[src/rtl/bk_serial_sub_decoder.sv]
// Recovers operand B from a Brent-Kung adder result and the known operand A,
// subtracting DIGIT bits per cycle along a serial borrow chain.
module bk_serial_sub_decoder #(
  parameter int WIDTH = 12,
  parameter int DIGIT = 4
) (
  input  logic             clk,
  input  logic             rst_n,
  input  logic             in_valid,
  output logic             in_ready,
  input  logic [WIDTH:0]   in_result,
  input  logic [WIDTH-1:0] in_a,
  output logic             out_valid,
  input  logic             out_ready,
  output logic [WIDTH-1:0] out_b,
  output logic             out_err
);

  localparam int NDIG  = WIDTH / DIGIT;
  localparam int CNT_W = (NDIG > 1) ? $clog2(NDIG) : 1;
  localparam logic [CNT_W-1:0] LAST_DIG = CNT_W'(NDIG - 1);

  generate
    if ((WIDTH % DIGIT) != 0 || DIGIT < 1) begin : g_bad_digit
      $error("bk_serial_sub_decoder: WIDTH must be a multiple of DIGIT");
    end
  endgenerate

  typedef enum logic [1:0] {IDLE, RUN, DONE} state_e;

  state_e             state_q, state_d;
  logic [WIDTH-1:0]   res_q, res_d;
  logic               carry_q, carry_d;
  logic [WIDTH-1:0]   a_q, a_d;
  logic [WIDTH-1:0]   b_q, b_d;
  logic               borrow_q, borrow_d;
  logic [CNT_W-1:0]   cnt_q, cnt_d;
  logic [WIDTH-1:0]   out_b_q, out_b_d;
  logic               out_err_q, out_err_d;
  logic [DIGIT:0]     dig;
  logic [WIDTH-1:0]   b_nxt;

  // One digit of the borrow chain; bit DIGIT of the result is the borrow-out.
  function automatic logic [DIGIT:0] sub_digit(input logic [DIGIT-1:0] r,
                                               input logic [DIGIT-1:0] a,
                                               input logic             bin);
    sub_digit = {1'b0, r} - {1'b0, a} - {{DIGIT{1'b0}}, bin};
  endfunction

  always_ff @(posedge clk or negedge rst_n) begin
    if (!rst_n) begin
      state_q   <= IDLE;
      res_q     <= '0;
      carry_q   <= 1'b0;
      a_q       <= '0;
      b_q       <= '0;
      borrow_q  <= 1'b0;
      cnt_q     <= '0;
      out_b_q   <= '0;
      out_err_q <= 1'b0;
    end else begin
      state_q   <= state_d;
      res_q     <= res_d;
      carry_q   <= carry_d;
      a_q       <= a_d;
      b_q       <= b_d;
      borrow_q  <= borrow_d;
      cnt_q     <= cnt_d;
      out_b_q   <= out_b_d;
      out_err_q <= out_err_d;
    end
  end

  always_comb begin
    state_d   = state_q;
    res_d     = res_q;
    carry_d   = carry_q;
    a_d       = a_q;
    b_d       = b_q;
    borrow_d  = borrow_q;
    cnt_d     = cnt_q;
    out_b_d   = out_b_q;
    out_err_d = out_err_q;
    dig       = sub_digit(res_q[DIGIT-1:0], a_q[DIGIT-1:0], borrow_q);
    // New digits enter at the top so B is fully aligned after NDIG shifts.
    b_nxt     = WIDTH'({dig[DIGIT-1:0], b_q} >> DIGIT);

    case (state_q)
      IDLE: begin
        if (in_valid) begin
          res_d    = in_result[WIDTH-1:0];
          carry_d  = in_result[WIDTH];
          a_d      = in_a;
          b_d      = '0;
          borrow_d = 1'b0;
          cnt_d    = '0;
          state_d  = RUN;
        end
      end
      RUN: begin
        res_d    = res_q >> DIGIT;
        a_d      = a_q >> DIGIT;
        b_d      = b_nxt;
        borrow_d = dig[DIGIT];
        cnt_d    = cnt_q + 1'b1;
        if (cnt_q == LAST_DIG) begin
          // Carry-out and final borrow cancel only when the difference fits.
          out_b_d   = b_nxt;
          out_err_d = carry_q ^ dig[DIGIT];
          state_d   = DONE;
        end
      end
      DONE: begin
        if (out_ready) begin
          state_d = IDLE;
        end
      end
      default: state_d = IDLE;
    endcase
  end

  assign in_ready  = (state_q == IDLE);
  assign out_valid = (state_q == DONE);
  assign out_b     = out_b_q;
  assign out_err   = out_err_q;

endmodule

[config.mk]
export PLATFORM = sky130hd
export DESIGN_NAME = bk_serial_sub_decoder
export DESIGN_NICKNAME = d
export VERILOG_FILES = /design/src/rtl/bk_serial_sub_decoder.sv
export SDC_FILE = /design/constraint.sdc
export NUM_CORES = 1
export LEC_CHECK = 0
export BUFFER_PORTS_ARGS = -buffer_cell sky130_fd_sc_hd__buf_2
export CAP_MARGIN = 20
export CORE_MARGIN = 2
export CORE_UTILIZATION = 40
export CTS_BUF_LIST = sky130_fd_sc_hd__clkbuf_4 sky130_fd_sc_hd__clkbuf_8
export DETAILED_ROUTE_END_ITERATION = 8
export SYNTH_ARGS = -nofsm -noshare
export SYNTH_HDL_FRONTEND = slang
export SYNTH_SLANG_ARGS = --single-unit
[constraint.sdc]
create_clock -name clk -period 3.85 [get_ports clk]
set_input_delay 0.77 -clock clk [delete_from_list [all_inputs] [get_ports clk]]
set_output_delay 0.77 -clock clk [all_outputs]
set_load 0.05 [all_outputs]
==> results of run 1 <==
==> power by group <==
part	switching, µW	internal, µW	leakage [µW]
Clock	168	141	0.0000470
Combinational	891	502	0.000628
Sequential	143	804	0.000636
Total	1200	1450	0.00131
==> area by class of cell <==
class / count / area, µm² / share of cell area
sequential: 51 / 1280 / 0.484
inverter: 10 / 37.5 / 0.0142
timing repair buffer: 44 / 223 / 0.0844
multi-input combinational: 163 / 925 / 0.350
clock inverter: 1 / 5.00 / 0.00190
tap: 72 / 90.1 / 0.0341
clock buffer: 6 / 82.6 / 0.0313
==> through the flow <==
step                area, µm²  power, µW  instances
floorplan                2320       2100        237
global placement         2550       2340        340
detailed placement       2550       2370        340
CTS                      2640       2690        347
global route             2640       2900        347
finish                   2640       2650        347
==> sequential cells by signal, summed over array words and instances, names as in the netlist <==
| register | cells |
|---|---|
| a_q | 12 |
| b_q | 8 |
| borrow_q | 1 |
| carry_q | 1 |
| cnt_q | 2 |
| out_b | 12 |
| out_err | 1 |
| res_q | 12 |
| state_q | 2 |
==> worst min-delay path by stage <==
stage / startpoint / end / cells past startpoint
final: rst_n / out_b[1]$_DFFE_PN0P_ / 1
after global routing: rst_n / b_q[5]$_DFFE_PN0P_ / 1
after CTS: rst_n / out_b[1]$_DFFE_PN0P_ / 1
after detailed placement: out_b[8]$_DFFE_PN0P_ / out_b[8]$_DFFE_PN0P_ / 2
after global placement: out_b[10]$_DFFE_PN0P_ / out_b[10]$_DFFE_PN0P_ / 2
after floorplan: cnt_q[0]$_DFFE_PN0P_ / cnt_q[0]$_DFFE_PN0P_ / 1
==> Yosys cell counts <==
cell type,count
a21oi_1,1
a31oi_1,16
and2_4,1
and2b_4,1
buf_2,6
buf_4,1
buf_6,3
clkbuf_1,3
dfrtp_1,51
fa_1,2
ha_1,7
inv_1,10
mux2_2,8
mux2_4,1
nand2_1,66
nand2_4,1
nand2b_1,2
nand3_1,6
nand3b_1,1
nor2_1,16
nor2_2,1
o21ai_0,25
o21ai_1,1
or2b_1,1
xnor2_1,5
xor2_1,1
==> metal layers <==
layer  vias up  share of wire  GRT usage  wire [µm]
li1        850              -          -          -
met1       774           0.49      0.190       2070
met2        43           0.45      0.239       1900
met3        10          0.046     0.0326        195
met4         0          0.021     0.0610         88
met5         -              0          0          0
==> cell families (layout without fill, tap and decap cells) <==
logic type,after synthesis,after routing,synth area share
adder cells (fa/ha/maj),9,9,0.0550
XOR/XNOR,6,6,0.0227
flip-flops,51,51,0.550
AND/OR/NAND/NOR,96,96,0.173
AO/OA/AOI/OAI,43,43,0.101
buffers and inverters,23,61,0.0518
multiplexers,9,9,0.0453
==> cell usage in the layout, fill, tap and decap left out <==
cell,synthesis,final
nand3b_1,1,1
nor2_2,1,1
buf_2,6,43
xnor2_1,5,5
dfrtp_1,51,51
and2b_4,1,1
o21ai_0,25,25
mux2_2,8,8
and2_4,1,1
nand3_1,6,6
nand2_1,66,66
clkinv_2,0,1
o21ai_1,1,1
nor2_1,16,16
clkbuf_8,0,6
mux2_4,1,1
nand2_4,1,1
fa_1,2,2
a31oi_1,16,16
a21oi_1,1,1
xor2_1,1,1
inv_1,10,10
nand2b_1,2,1
ha_1,7,7
buf_4,1,1
or2b_1,1,1
nand2b_2,0,1
==> results.yml, run 1 <==
timing:
  skew_ps: 5.05
  finalCriticalPeriod_ps: 2100
  post-route-period-util: 0.546
  finalHoldViolations: 0
  tightest_slew_ps: 988
  fin_ws_ps: 1750
  hold-worst-slack_ps: 403
  fmax_ghz: 0.476
  setup_viol: 0
  slew_headroom: 0.342
  tns_ps: 0
  drv_slew: 0
  rsz0062_at_grt: "false"
placed_design:
  pre_cts_ws_ps: 1760
  dpl.hpwl_um: 2890
  place_congestion: 0.683
  portBuffers: 43
global_routing:
  grt_overflow: 0
  grt_start_max_net_pins: 59
  grt_usage: 0.147
  grt_pass1_wl_um: 7380
  grt_pass1_vias: 1628
  antenna_found_initial: 0
clocking:
  insertion_delay_ps: 300
  cts_hold_buffers: 0
  cts_tree: "built"
  cts.sinks: 51
  post-cts-setup-buffers: 0
  ctsHtreeMaxLevel: 2
  cts_resized: 0
  cts.path.max_buffers: 2
  cts_root_buffer: "clkbuf_8"
  numCtsBuffers: 5
  clk_pin_slew_ps: 90
finish:
  final_core_util: 0.476
  nets: 313
  diodes: 0
  syn2layout_area_growth_pct: 13.8
  fillers: 570
  layout-drive-gt1-share: 0.236
synth:
  synth.top_cells.by_area: "dfrtp_1 (55%), nand2_1 (11%), o21ai_0 (5.4%)"
  synth_nets: 275
  syn_avg_cell_area_um2: 9.78
  synth_area_leader_cell: "dfrtp_1"
  ys_ff_latch: 51
  yosysWarnings: 0
  synth_sequential_area_ratio: 0.550
  syn-cell-area_um2: 2320
  synth_cells: 237
  ys_types: 26
  synth_top_area_share: 0.550
floorplanning:
  io_pins: 44
  die_h_um: 80.1
  start_util: 0.418
  fp-row-count: 27
  fp.dieArea_um2: 6420
  core-area_um2: 5540
  die_x_um: 80.1
drt:
  first_pass_iters: 4
  ant_nets: 0
  drc: 0
  vias_per_cell: 4.83
  drt_iter0_drc: 99
  wl_per_cell_um: 12.3
  routed-via-count: 1677
  wirelength_um: 4260
flow_run:
  cap_violations: 0
worst_setup_path:
  cp.arrival_ps: 2250
  rrSetupSlack_ps: 1750
  crit_type: "reg -> reg"
  path_max_fanout: 2
  critPathBufInv: 0
  cp-end-kind: "flop"
  cp_data_required_time_ps: 3990
  r2r_end: "borrow_q$_DFFE_PN0P_"
  crit_path_frequent_cell: "fa_1"
  path_depth: 6
  cpMaxStageDelayCell: "fa_1"
  path_cells: "fa_1, fa_1, nand2b_1, a21oi_1, xnor2_1, o21ai_0"
  crit_family: "adder cells"
  cp-endpoint: "borrow_q$_DFFE_PN0P_"
  cp-start-kind: "flop"
  reg2regPathDepth: 6
  slowest_delay_ps: 470
  setup.worst_path.start: "res_q[0]$_DFFE_PN0P_"
  r2r-start: "res_q[0]$_DFFE_PN0P_"
worst_hold_path:
  min_path_type: "in -> async"
pwr:
  p_per_area_nw_per_um2: 1000
  p_leak_uw: 0.00131
  irDropWorstVdd_uv: 346
outcome:
  status: "completed"
Power figures use the tool's default switching activity.
==> run 2, diff against run 1 <==
Clock period 3.85 ns to 2.15 ns, I/O delays scaled along.
==> results.yml, run 2 (same netlist as run 1, synthesis figures left out) <==
timing:
  tightest_slew_ps: 644
  tns_ps: 0
  skew_ps: 5.51
  finalCriticalPeriod_ps: 2010
  finalHoldViolations: 0
  drv_slew: 0
  hold-worst-slack_ps: 228
  slew_headroom: 0.570
  fmax_ghz: 0.498
  setup_viol: 0
  rsz0062_at_grt: "false"
  post-route-period-util: 0.935
finish:
  diodes: 0
  fillers: 584
  layout-drive-gt1-share: 0.245
  final_common_cell: "nand2_1"
  nets: 316
  syn2layout_area_growth_pct: 14.5
  layout_common_cells: "nand2_1 (66), dfrtp_1 (51), buf_2 (43)"
floorplanning:
  fp-row-count: 27
  fp.dieArea_um2: 6420
  io_pins: 44
  die_h_um: 80.1
  core-area_um2: 5540
  die_x_um: 80.1
  start_util: 0.418
outcome:
  status: "completed"
worst_setup_path:
  cp-end-kind: "flop"
  crit_type: "reg -> reg"
  cpMaxStageDelayCell: "fa_1"
  path_max_fanout: 2
  crit_path_frequent_cell: "fa_1"
  cp_data_required_time_ps: 2310
  crit_family: "adder cells"
  cp.arrival_ps: 2170
  slowest_delay_ps: 470
  critPathBufInv: 0
  path_cells: "fa_1, fa_1, nand2b_1, a21oi_2, xnor2_1, o21ai_0"
  cp-start-kind: "flop"
pwr:
  irDropWorstVdd_uv: 759
  p_switching_uw: 2170
  p_leak_uw: 0.00132
  p_int_uw: 2610
  power_frac_comb: 0.537
  switching_share: 0.454
  power_frac_seq: 0.355
  p_per_area_nw_per_um2: 1800
  p_clk_frac: 0.109
drt:
  ant_nets: 0
  drt_iter0_drc: 94
  wirelength_um: 4320
  routed-via-count: 1697
  vias_per_cell: 4.86
  wl_per_cell_um: 12.4
  first_pass_iters: 5
  drc: 0
clocking:
  ctsHtreeMaxLevel: 2
  numCtsBuffers: 5
  cts_hold_buffers: 0
  cts.sinks: 51
  cts_tree: "built"
  clk_pin_slew_ps: 80
  insertion_delay_ps: 300
  cts.path.max_buffers: 2
  cts_root_buffer: "clkbuf_8"
flow_run:
  cap_violations: 0
placed_design:
  place_congestion: 0.776
  dpl.hpwl_um: 2950
  portBuffers: 43
global_routing:
  grt_overflow: 0
  grt_pass1_vias: 1597
  antenna_found_initial: 0
  grt_start_max_net_pins: 52
  grt_usage: 0.151
  grt_pass1_wl_um: 7510
worst_hold_path:
  min_path_type: "in -> async"
run 2: changes by cell type in the layout (fill, tap and decap cells not counted), sizes merged:
cell / change
clkinv: -1
buf: +3
run 2: repair_timing:
| item | CTS | global route |
|---|---|---|
| gates resized for setup | 0 | 1 |
| buffers inserted | 0 | 0 |
| endpoints found under the hold margin | 0 | 0 |
| endpoints found under the setup margin | 0 | 2 |
run 2: layout make-up:
type | count | area [µm²] | share of cell area
clock buffer | 6 | 76.3 | 0.0288
inverter | 10 | 37.5 | 0.0141
multi-input combinational | 163 | 928 | 0.350
sequential | 51 | 1280 | 0.481
tap | 72 | 90.1 | 0.0339
timing repair buffer | 47 | 245 | 0.0924
run 2: worst paths after layout:
| path | from | cells after the start | endpoint | slack, ps |
|---|---|---|---|---|
| worst max-delay path | res_q[0]$_DFFE_PN0P_ | 6 | borrow_q$_DFFE_PN0P_ | 140 |
| worst min-delay path | rst_n | 2 | out_b[5]$_DFFE_PN0P_ | 230 |
| worst max register to register | res_q[0]$_DFFE_PN0P_ | 6 | borrow_q$_DFFE_PN0P_ | 140 |
| worst min register to register | out_b[11]$_DFFE_PN0P_ | 2 | out_b[11]$_DFFE_PN0P_ | 490 |
| max in group asynchronous | rst_n | 2 | cnt_q[0]$_DFFE_PN0P_ | 1480 |
| min in group clk | out_ready | 2 | state_q[1]$_DFFE_PN0P_ | 310 |
run 2: metrics by stage:
stage	setup slack [ps]	util	cell area, µm²	power [µW]	std cells
after floorplan	208	-	2320	3760	237
after global placement	155	0.465	2570	4220	343
after detailed placement	42.0	0.465	2570	4310	343
after CTS	30.1	0.478	2650	4840	349
after global routing	14.3	0.479	2650	5250	349
final	140	0.479	2650	4790	349
run 2: power groups by stage:
stage,combinational [µW],sequential (µW),clock (µW)
detailed placement,2580,1730,0
finish,2570,1700,520
CTS,2590,1710,544
floorplan,1700,2060,0
global placement,2520,1710,0
global route,2910,1760,578
run 2: layer usage:
layer,vias to the layer above,routed length (µm),global-route usage
met4,0,65,0.0559
met5,-,0,0
met1,794,2050,0.207
met3,6,204,0.0326
met2,43,2000,0.237
li1,854,-,-
==> run 3, diff against run 2 <==
Settings changed: ABC_CLOCK_PERIOD_IN_PS from default to 2100.
Clock period 2.15 ns to 2.1 ns, I/O delays scaled along.
==> results.yml, run 3 (same netlist as run 1, synthesis figures left out) <==
finish:
  layout-drive-gt1-share: 0.254
  syn2layout_area_growth_pct: 15.7
  layout_common_cells: "nand2_1 (66), dfrtp_1 (51), buf_2 (43)"
  multi_input_area_um2: 931
  nets: 316
  final_common_cell: "nand2_1"
  postLayoutCellArea_um2: 2680
  fillers: 566
  diodes: 0
  seq_area_um2: 1280
drt:
  top_layer: "met4"
  routed-via-count: 1718
  wl_per_cell_um: 12.2
  vias_per_cell: 4.89
  wl_met2_um: 2040
  drc: 0
  ant_nets: 0
  drt_iter0_drc: 38
  first_pass_iters: 4
  wirelength_um: 4300
  met1Wirelength_um: 2060
  wl_met3_um: 179
flow_run:
  cap_violations: 0
floorplanning:
  start_util: 0.418
  io_pins: 44
  fp.dieArea_um2: 6420
  fp-row-count: 27
  die_h_um: 80.1
  die_x_um: 80.1
  core-area_um2: 5540
clocking:
  post-cts-setup-buffers: 0
  ctsHtreeMaxLevel: 2
  insertion_delay_ps: 300
  clk_pin_slew_ps: 90
  numCtsBuffers: 5
  cts.path.max_buffers: 2
  cts_hold_buffers: 0
  cts.sinks: 51
  cts_root_buffer: "clkbuf_8"
  cts_tree: "built"
global_routing:
  grt_start_max_net_pins: 52
  grt_pass1_wl_um: 7750
  grt_pass1_vias: 1741
  grt_usage: 0.155
  grt_overflow: 0
  antenna_found_initial: 0
worst_setup_path:
  crit_type: "reg -> reg"
  cp-end-kind: "flop"
  r2r_end: "borrow_q$_DFFE_PN0P_"
  cp-start-kind: "flop"
  r2r-start: "res_q[0]$_DFFE_PN0P_"
  path_max_fanout: 2
  rrSetupSlack_ps: 160
  cp_data_required_time_ps: 2260
  cp.arrival_ps: 2100
  reg2regPathDepth: 6
timing:
  skew_ps: 6.08
  setup_viol: 0
  finalHoldViolations: 0
  tns_ps: 0
  post-route-period-util: 0.925
  slew_headroom: 0.645
  tightest_slew_ps: 533
  finalCriticalPeriod_ps: 1940
  drv_slew: 0
  fmax_ghz: 0.515
  rsz0062_at_grt: "false"
pwr:
  p_per_area_nw_per_um2: 1840
  p_leak_uw: 0.00133
  irDropWorstVdd_uv: 688
  p_total_uw: 4930
worst_hold_path:
  min_path_type: "in -> async"
placed_design:
  portBuffers: 43
  place_congestion: 0.774
  place_area_um2: 2590
  dpl.hpwl_um: 2920
outcome:
  status: "completed"
## run 3: cell count changes in the layout (fill, tap and decap cells not counted)
cell,previous run,this run
fa_1,2,1
clkinv_2,0,1
clkbuf_4,1,2
buf_12,0,1
fa_2,0,1
buf_4,4,3
## run 3: power breakdown
| part | leakage [µW] | internal [µW] | switching (µW) |
|---|---|---|---|
| registers | 0.000636 | 1470 | 262 |
| logic | 0.000646 | 979 | 1660 |
| clock network | 0.0000491 | 260 | 301 |
| total | 0.00133 | 2710 | 2220 |
## run 3: worst max path at each step
stage / end / startpoint / cells after the start / slack (ps)
detailed placement: borrow_q$_DFFE_PN0P_ / res_q[0]$_DFFE_PN0P_ / 6 / 10
CTS: borrow_q$_DFFE_PN0P_ / res_q[0]$_DFFE_PN0P_ / 6 / 60
finish: borrow_q$_DFFE_PN0P_ / res_q[0]$_DFFE_PN0P_ / 6 / 160
global placement: borrow_q$_DFFE_PN0P_ / res_q[0]$_DFFE_PN0P_ / 6 / 100
floorplan: borrow_q$_DFFE_PN0P_ / res_q[0]$_DFFE_PN0P_ / 6 / 160
global route: borrow_q$_DFFE_PN0P_ / res_q[0]$_DFFE_PN0P_ / 6 / 30
## run 3: repair_timing
item,in CTS,in global routing
gates resized for setup,1,1
setup endpoints to repair,1,2
pin swaps,0,1
## run 3: layout make-up
cell class / count / area share
sequential: 51 / 0.476
multi-input combinational: 163 / 0.347
timing repair buffer: 47 / 0.0961
tap: 72 / 0.0336
clock buffer: 7 / 0.0313
inverter: 10 / 0.0140
clock inverter: 1 / 0.00187
## run 3: per-stage QoR
step | utilization | worst slack, ps | hold WS [ps] | std cells
after floorplan | - | 158 | 124 | 237
after global placement | 0.467 | 105 | 434 | 343
after CTS | 0.484 | 63.4 | 104 | 351
final | 0.484 | 158 | 91.0 | 351
after detailed placement | 0.467 | 13.4 | 437 | 343
after global routing | 0.484 | 34.5 | 112 | 351
## run 3: metal layers
| metal | vias to the layer above | GRT usage |
|---|---|---|
| li1 | 861 | - |
| met1 | 816 | 0.197 |
| met2 | 39 | 0.261 |
| met3 | 2 | 0.0348 |
| met4 | 0 | 0.0559 |
| met5 | - | 0 |
## run 3: critical path, stage by stage (launching register included)
cell      delay [ps]
dfrtp_1          410
fa_2             410
fa_1             410
nand2b_1         170
a21oi_2          180
xnor2_1          130
o21ai_0           80
